<file path="config.mk">
export PLATFORM = sky130hd
export DESIGN_NAME = rx_lane_sync_ctrl
export DESIGN_NICKNAME = d
export VERILOG_FILES = /design/src/rtl/phy_rx_pkg.sv /design/src/rtl/sat_counter.sv /design/src/rtl/rx_lane_sync_ctrl.sv
export SDC_FILE = /design/constraint.sdc
export NUM_CORES = 1
export LEC_CHECK = 0
export ABC_AREA = 1
export BUFFER_PORTS_ARGS = -buffer_cell sky130_fd_sc_hd__buf_2
export CAP_MARGIN = 20
export CORE_ASPECT_RATIO = 0.5
export CORE_MARGIN = 5
export CORE_UTILIZATION = 56
export DETAILED_ROUTE_END_ITERATION = 10
export GPL_ROUTABILITY_DRIVEN = 0
export PLACE_DENSITY = 0.84
export SYNTH_ARGS = -nofsm -noshare
export SYNTH_HDL_FRONTEND = slang
export SYNTH_SLANG_ARGS = --single-unit
</file>
<file path="constraint.sdc">
create_clock -name clk_f -period 1.6 [get_ports clk_f]
set_input_delay 0.16 -clock clk_f [delete_from_list [all_inputs] [get_ports clk_f]]
set_output_delay 0.16 -clock clk_f [all_outputs]
set_load 0.01 [all_outputs]
</file>
<file path="src/rtl/phy_rx_pkg.sv">
// Shared definitions for the phy_rx receive path: FSM state encoding and the
// comma/idle symbol used by the deserializer, lane sync and the TX idle inserter.
package phy_rx_pkg;

  typedef enum logic [1:0] {
    ST_IDLE   = 2'd0,
    ST_SEEK   = 2'd1,
    ST_LOCKED = 2'd2
  } state_t;

  localparam logic [7:0] COMMA_DEFAULT = 8'hBC;

endpackage

</file>
<file path="src/rtl/sat_counter.sv">
// Saturating up-counter with synchronous clear; used for the lane status counters.
module sat_counter #(
  parameter int WIDTH = 8
) (
  input  logic             clk_f,
  input  logic             reset_L,
  input  logic             inc,
  input  logic             clr,
  output logic [WIDTH-1:0] count
);

  // NOTE: sequential state uses non-blocking assignments so every register
  // samples the pre-edge values of the others, independent of process order.
  always_ff @(posedge clk_f or negedge reset_L) begin
    if (!reset_L) begin
      count <= '0;
    end else if (clr) begin
      count <= '0;
    end else if (inc && (count != '1)) begin
      count <= count + WIDTH'(1);
    end
  end

endmodule

</file>
<file path="src/rtl/rx_lane_sync_ctrl.sv">
// Per-lane receive sync: acquires lock on the comma symbol, forwards payload
// bytes while locked, detects loss of lock and runs an acquisition watchdog.
module rx_lane_sync_ctrl
  import phy_rx_pkg::*;
#(
  parameter logic [7:0] COMMA    = COMMA_DEFAULT,
  parameter int         LOCK_CNT = 4,
  parameter int         LOSS_CNT = 3,
  parameter int         TIMEOUT  = 1024
) (
  input  logic       clk_f,
  input  logic       reset_L,
  input  logic       enable,
  input  logic [7:0] data_in,
  input  logic       valid_in,
  output logic [7:0] data_out,
  output logic       valid_out,
  output logic       locked,
  output logic [1:0] state,
  output logic       timeout,
  output logic [7:0] loss_cnt,
  output logic [7:0] drop_cnt
);

  localparam logic [3:0]  LOCK_TGT = 4'(LOCK_CNT);
  localparam logic [3:0]  LOSS_TGT = 4'(LOSS_CNT);
  localparam logic [15:0] WD_LAST  = 16'(TIMEOUT - 1);

  state_t      state_q, state_d;
  logic [3:0]  comma_q, comma_d;
  logic [3:0]  bad_q, bad_d;
  logic [15:0] wd_q, wd_d;
  logic [7:0]  data_d;
  logic        valid_d;
  logic        timeout_d;
  logic        loss_inc;
  logic        drop_inc;
  logic        is_comma;

  assign is_comma = valid_in && (data_in == COMMA);
  assign state    = state_q;

  // NOTE: every signal written here gets a default first, so no path can
  // leave one unassigned and infer a latch. Counters default to cleared.
  always_comb begin
    state_d   = state_q;
    comma_d   = '0;
    bad_d     = '0;
    wd_d      = '0;
    data_d    = data_out;
    valid_d   = 1'b0;
    timeout_d = 1'b0;
    loss_inc  = 1'b0;
    drop_inc  = 1'b0;

    if (!enable) begin
      state_d = ST_IDLE;
    end else begin
      case (state_q)
        ST_IDLE: state_d = ST_SEEK;

        ST_SEEK: begin
          // Lock is tested first so it wins over a watchdog expiry on the same cycle.
          if (is_comma && (comma_q + 4'd1 == LOCK_TGT)) begin
            state_d = ST_LOCKED;
          end else if (wd_q == WD_LAST) begin
            timeout_d = 1'b1;
          end else begin
            wd_d    = wd_q + 16'd1;
            comma_d = is_comma ? comma_q + 4'd1 : 4'd0;
          end
        end

        ST_LOCKED: begin
          if (valid_in) begin
            if (!is_comma) begin
              data_d  = data_in;
              valid_d = 1'b1;
            end
          end else begin
            drop_inc = 1'b1;
            if (bad_q + 4'd1 == LOSS_TGT) begin
              state_d  = ST_SEEK;
              loss_inc = 1'b1;
            end else begin
              bad_d = bad_q + 4'd1;
            end
          end
        end

        default: state_d = ST_IDLE;
      endcase
    end
  end

  always_ff @(posedge clk_f or negedge reset_L) begin
    if (!reset_L) begin
      state_q   <= ST_IDLE;
      comma_q   <= '0;
      bad_q     <= '0;
      wd_q      <= '0;
      data_out  <= '0;
      valid_out <= 1'b0;
      timeout   <= 1'b0;
      locked    <= 1'b0;
    end else begin
      state_q   <= state_d;
      comma_q   <= comma_d;
      bad_q     <= bad_d;
      wd_q      <= wd_d;
      data_out  <= data_d;
      valid_out <= valid_d;
      timeout   <= timeout_d;
      locked    <= (state_d == ST_LOCKED);
    end
  end

  sat_counter #(.WIDTH(8)) u_loss_cnt (
    .clk_f   (clk_f),
    .reset_L (reset_L),
    .inc     (loss_inc),
    .clr     (1'b0),
    .count   (loss_cnt)
  );

  sat_counter #(.WIDTH(8)) u_drop_cnt (
    .clk_f   (clk_f),
    .reset_L (reset_L),
    .inc     (drop_inc),
    .clr     (1'b0),
    .count   (drop_cnt)
  );

endmodule
</file>
==> results.cfg <==
[status]
status = complete, no violations

[worst_setup_path]
cpMaxStageDelayCell = dfrtp_1
end_kind = flop
r2r-start = wd_q[0]
critPathMaxStageDelay_ns = 0.40
crit_type = reg -> reg
cp.arrival_ns = 1.74
path_buf_inv = 2
rr_endpoint = wd_q[10]
r2r_setup_slack_ns = 0.09
cp_max_fo = 7
crit_path_start_kind = flop
crit_family = simple AND/OR/NAND/NOR gates
r2r_cells = 9
path_cells = ha_1, nand2_1, nor2_2, nand2_2, inv_2, a21oi_4, buf_4, nand2_8, nor2_1
critPathRequiredTime_ns = 1.83

[layout]
post-route-util_pct = 69.56
stdcell_count = 430
diodes = 0
stdcell_area_um2 = 3122
area_growth_pct = 17.36
drive_above_1_share_pct = 24.73
fin_nets = 381
n_fill_cell = 339

[pwr]
leakagePower_nw = 1.606
clkPwrFrac_pct = 33.4
p_switching_uw = 466.8
seqPwrFrac_pct = 62.5
powerDensity_nw_per_um2 = 689.3
ir_drop_mv = 0.3686
switching_share_pct = 21.70
combinationalPowerShare_pct = 4.1
p_int_mw = 1.685
fin_total_pwr_mw = 2.152

[floorplanning]
die_area_um2 = 6312
die_w_um = 107.5
pin_count = 41
std_cell_rows = 17
start_util_pct = 59.27
fp.dieH_um = 58.74
core_region_area_um2 = 4488

[logic_synthesis]
synth_nets = 328
syn_area_um2 = 2660
synthArstFlopShare_pct = 100.0
synth_edf_count = 0
yosys-top-cells-count = 87 x nand2_1, 53 x dfrtp_1, 37 x nor2_1
synthFlopType = dfrtp_1
ys_warn_count = 0
synth_seq_cells = 53
synth_cell_types = 26
synth_top_family_by_area = simple AND/OR/NAND/NOR gates
synth_xor_xnor_area_share_pct = 8.890
netlist_instances = 310
avgSynthCellArea_um2 = 8.581
synthSimpleGateAreaFrac_pct = 29.07
synth_top_cell_by_area = dfrtp_1
yosysSeqAreaShare_pct = 49.86
synth_compound_area_share_pct = 3.387
synthDominantCellAreaShare_pct = 49.86
synth-adder-area-share_pct = 2.822
synthMuxAreaShare_pct = 0
post-synth-top-count-cell = nand2_1
synth_area_leaders = dfrtp_1 50%, nand2_1 12%, xor2_1 6.3%

[route]
num_vias = 2134
post_drt_wl_per_cell_um = 12.04
routed_via_density = 4.963
dr.pass1.iters = 4
routed_wl_mm = 5.176
drc_errors = 0
antenna_left = 0
drt_iter0_drc = 88

[timing]
worst_pin_slew_ns = 0.3145
timing.final.hold_violations = 0
slew_viol_final = 0
worst_slack_ns = 0.08866
period_share_pct = 94.46
clock_skew_ns = 0.005915
holdWs_ns = 0.06816
setup_tns_ns = 0
min_period_ns = 1.511
relSlewSlack_pct = 78.96
max_freq_ghz = 0.6617
setup_viol = 0

[cts]
numCtsBuffers = 5
clk_pin_slew_ns = 0.09
clkLatencyLatePin_ns = 0.30
cts_tree = done
cts_buffer_depth = 2
h-tree-depth = 2
cts-root-buf = clkbuf_8
clock_sink_count = 53

[global_routing]
grt.total_usage_pct = 17.21
grt.met2_usage_pct = 32.89
grt_pass1_vias = 2068
grt-ovfl-total = 0
grt_max_degree = 54
grt_pass1_wl_mm = 8.721
busiest_layer = met2
grt_use_met3_pct = 4.053
antenna_found_initial = 0
met1_usage_pct = 19.80

[min_path]
worstHoldStart = data_in[2]
min_to = data_out[2]
hold_path_depth = 3
hp-class = in -> reg

[placed_design]
place_area_um2 = 2945
dpl.hpwl_mm = 3.710
pre_cts_slack_ns = 0.06459
io_buffers = 40
dp.cells = 416

[job]
drv_cap = 0
==> cells by family after synthesis <==
group	after synthesis
AO/OA/AOI/OAI	14
XOR/XNOR	27
adder cells (fa/ha/maj)	6
buffers and inverters	37
flip-flops	53
AND/OR/NAND/NOR	173
==> placed cells by master (no fill, tap or decap), drive strengths merged, types with 6 or more instances in the layout <==
| cell | n |
|---|---|
| inv | 35 |
| buf | 45 |
| nor2 | 55 |
| o21ai | 10 |
| clkbuf | 8 |
| nand3 | 16 |
| dfrtp | 53 |
| ha | 6 |
| nand4 | 6 |
| xnor2 | 8 |
| nand2 | 94 |
| xor2 | 19 |
==> timing repair <==
action                                 4_1_cts  5_1_grt
resized for setup                            0       10
endpoints found under the hold margin       53        0
setup endpoints to repair                    0       23
hold buffers                                 1        0
setup buffers                                0        3
==> metal layers <==
metal / part of all wire (%) / vias up
met2: 51 / 38
met4: 0.91 / 0
met3: 3.4 / 6
met1: 44 / 1025
li1: - / 1065
met5: 0 / -
==> flip-flops by register name (all words and copies together), names as in the netlist <==
signal / count
wd_q: 16
data_out: 8
u_drop_cnt.count: 8
u_loss_cnt.count: 8
bad_q: 4
comma_q: 4
state: 2
locked: 1
timeout: 1
valid_out: 1
==> worst min-delay path: stages <==
cell and delay (ns):
buf_2 0.08, nand2_1 0.05, nand2_1 0.04
==> cell type report <==
| type | instances | area [um2] | share of cell area [%] |
|---|---|---|---|
| Inverter | 35 | 133.9 | 4.289 |
| Clock buffer | 8 | 80.08 | 2.565 |
| Tap cell | 66 | 82.58 | 2.645 |
| Sequential cell | 53 | 1326 | 42.48 |
| Multi-Input combinational cell | 222 | 1239 | 39.68 |
| Timing Repair Buffer | 46 | 260.3 | 8.337 |
==> power groups by stage <==
| stage | combinational, mW | sequential, mW | clock, mW |
|---|---|---|---|
| floorplan | 0.0294 | 1.37 | 0 |
| global placement | 0.0767 | 1.37 | 0 |
| detailed placement | 0.0790 | 1.37 | 0 |
| CTS | 0.0811 | 1.35 | 0.738 |
| global route | 0.103 | 1.35 | 0.803 |
| finish | 0.0889 | 1.34 | 0.718 |
==> how the worst max path moves through the flow <==
stage | start | to | slack (ns) | cells after the start
finish | wd_q[0] | wd_q[10] | 0.09 | 9
floorplan | wd_q[0] | wd_q[3] | 0.19 | 9
CTS | state[0] | data_out[5] | 0.05 | 7
detailed placement | state[0] | data_out[5] | 0.06 | 7
global placement | bad_q[0] | u_loss_cnt.count[5] | 0.13 | 9
global route | wd_q[0] | wd_q[12] | -0.003 | 9
Power figures use the tool's default switching activity.
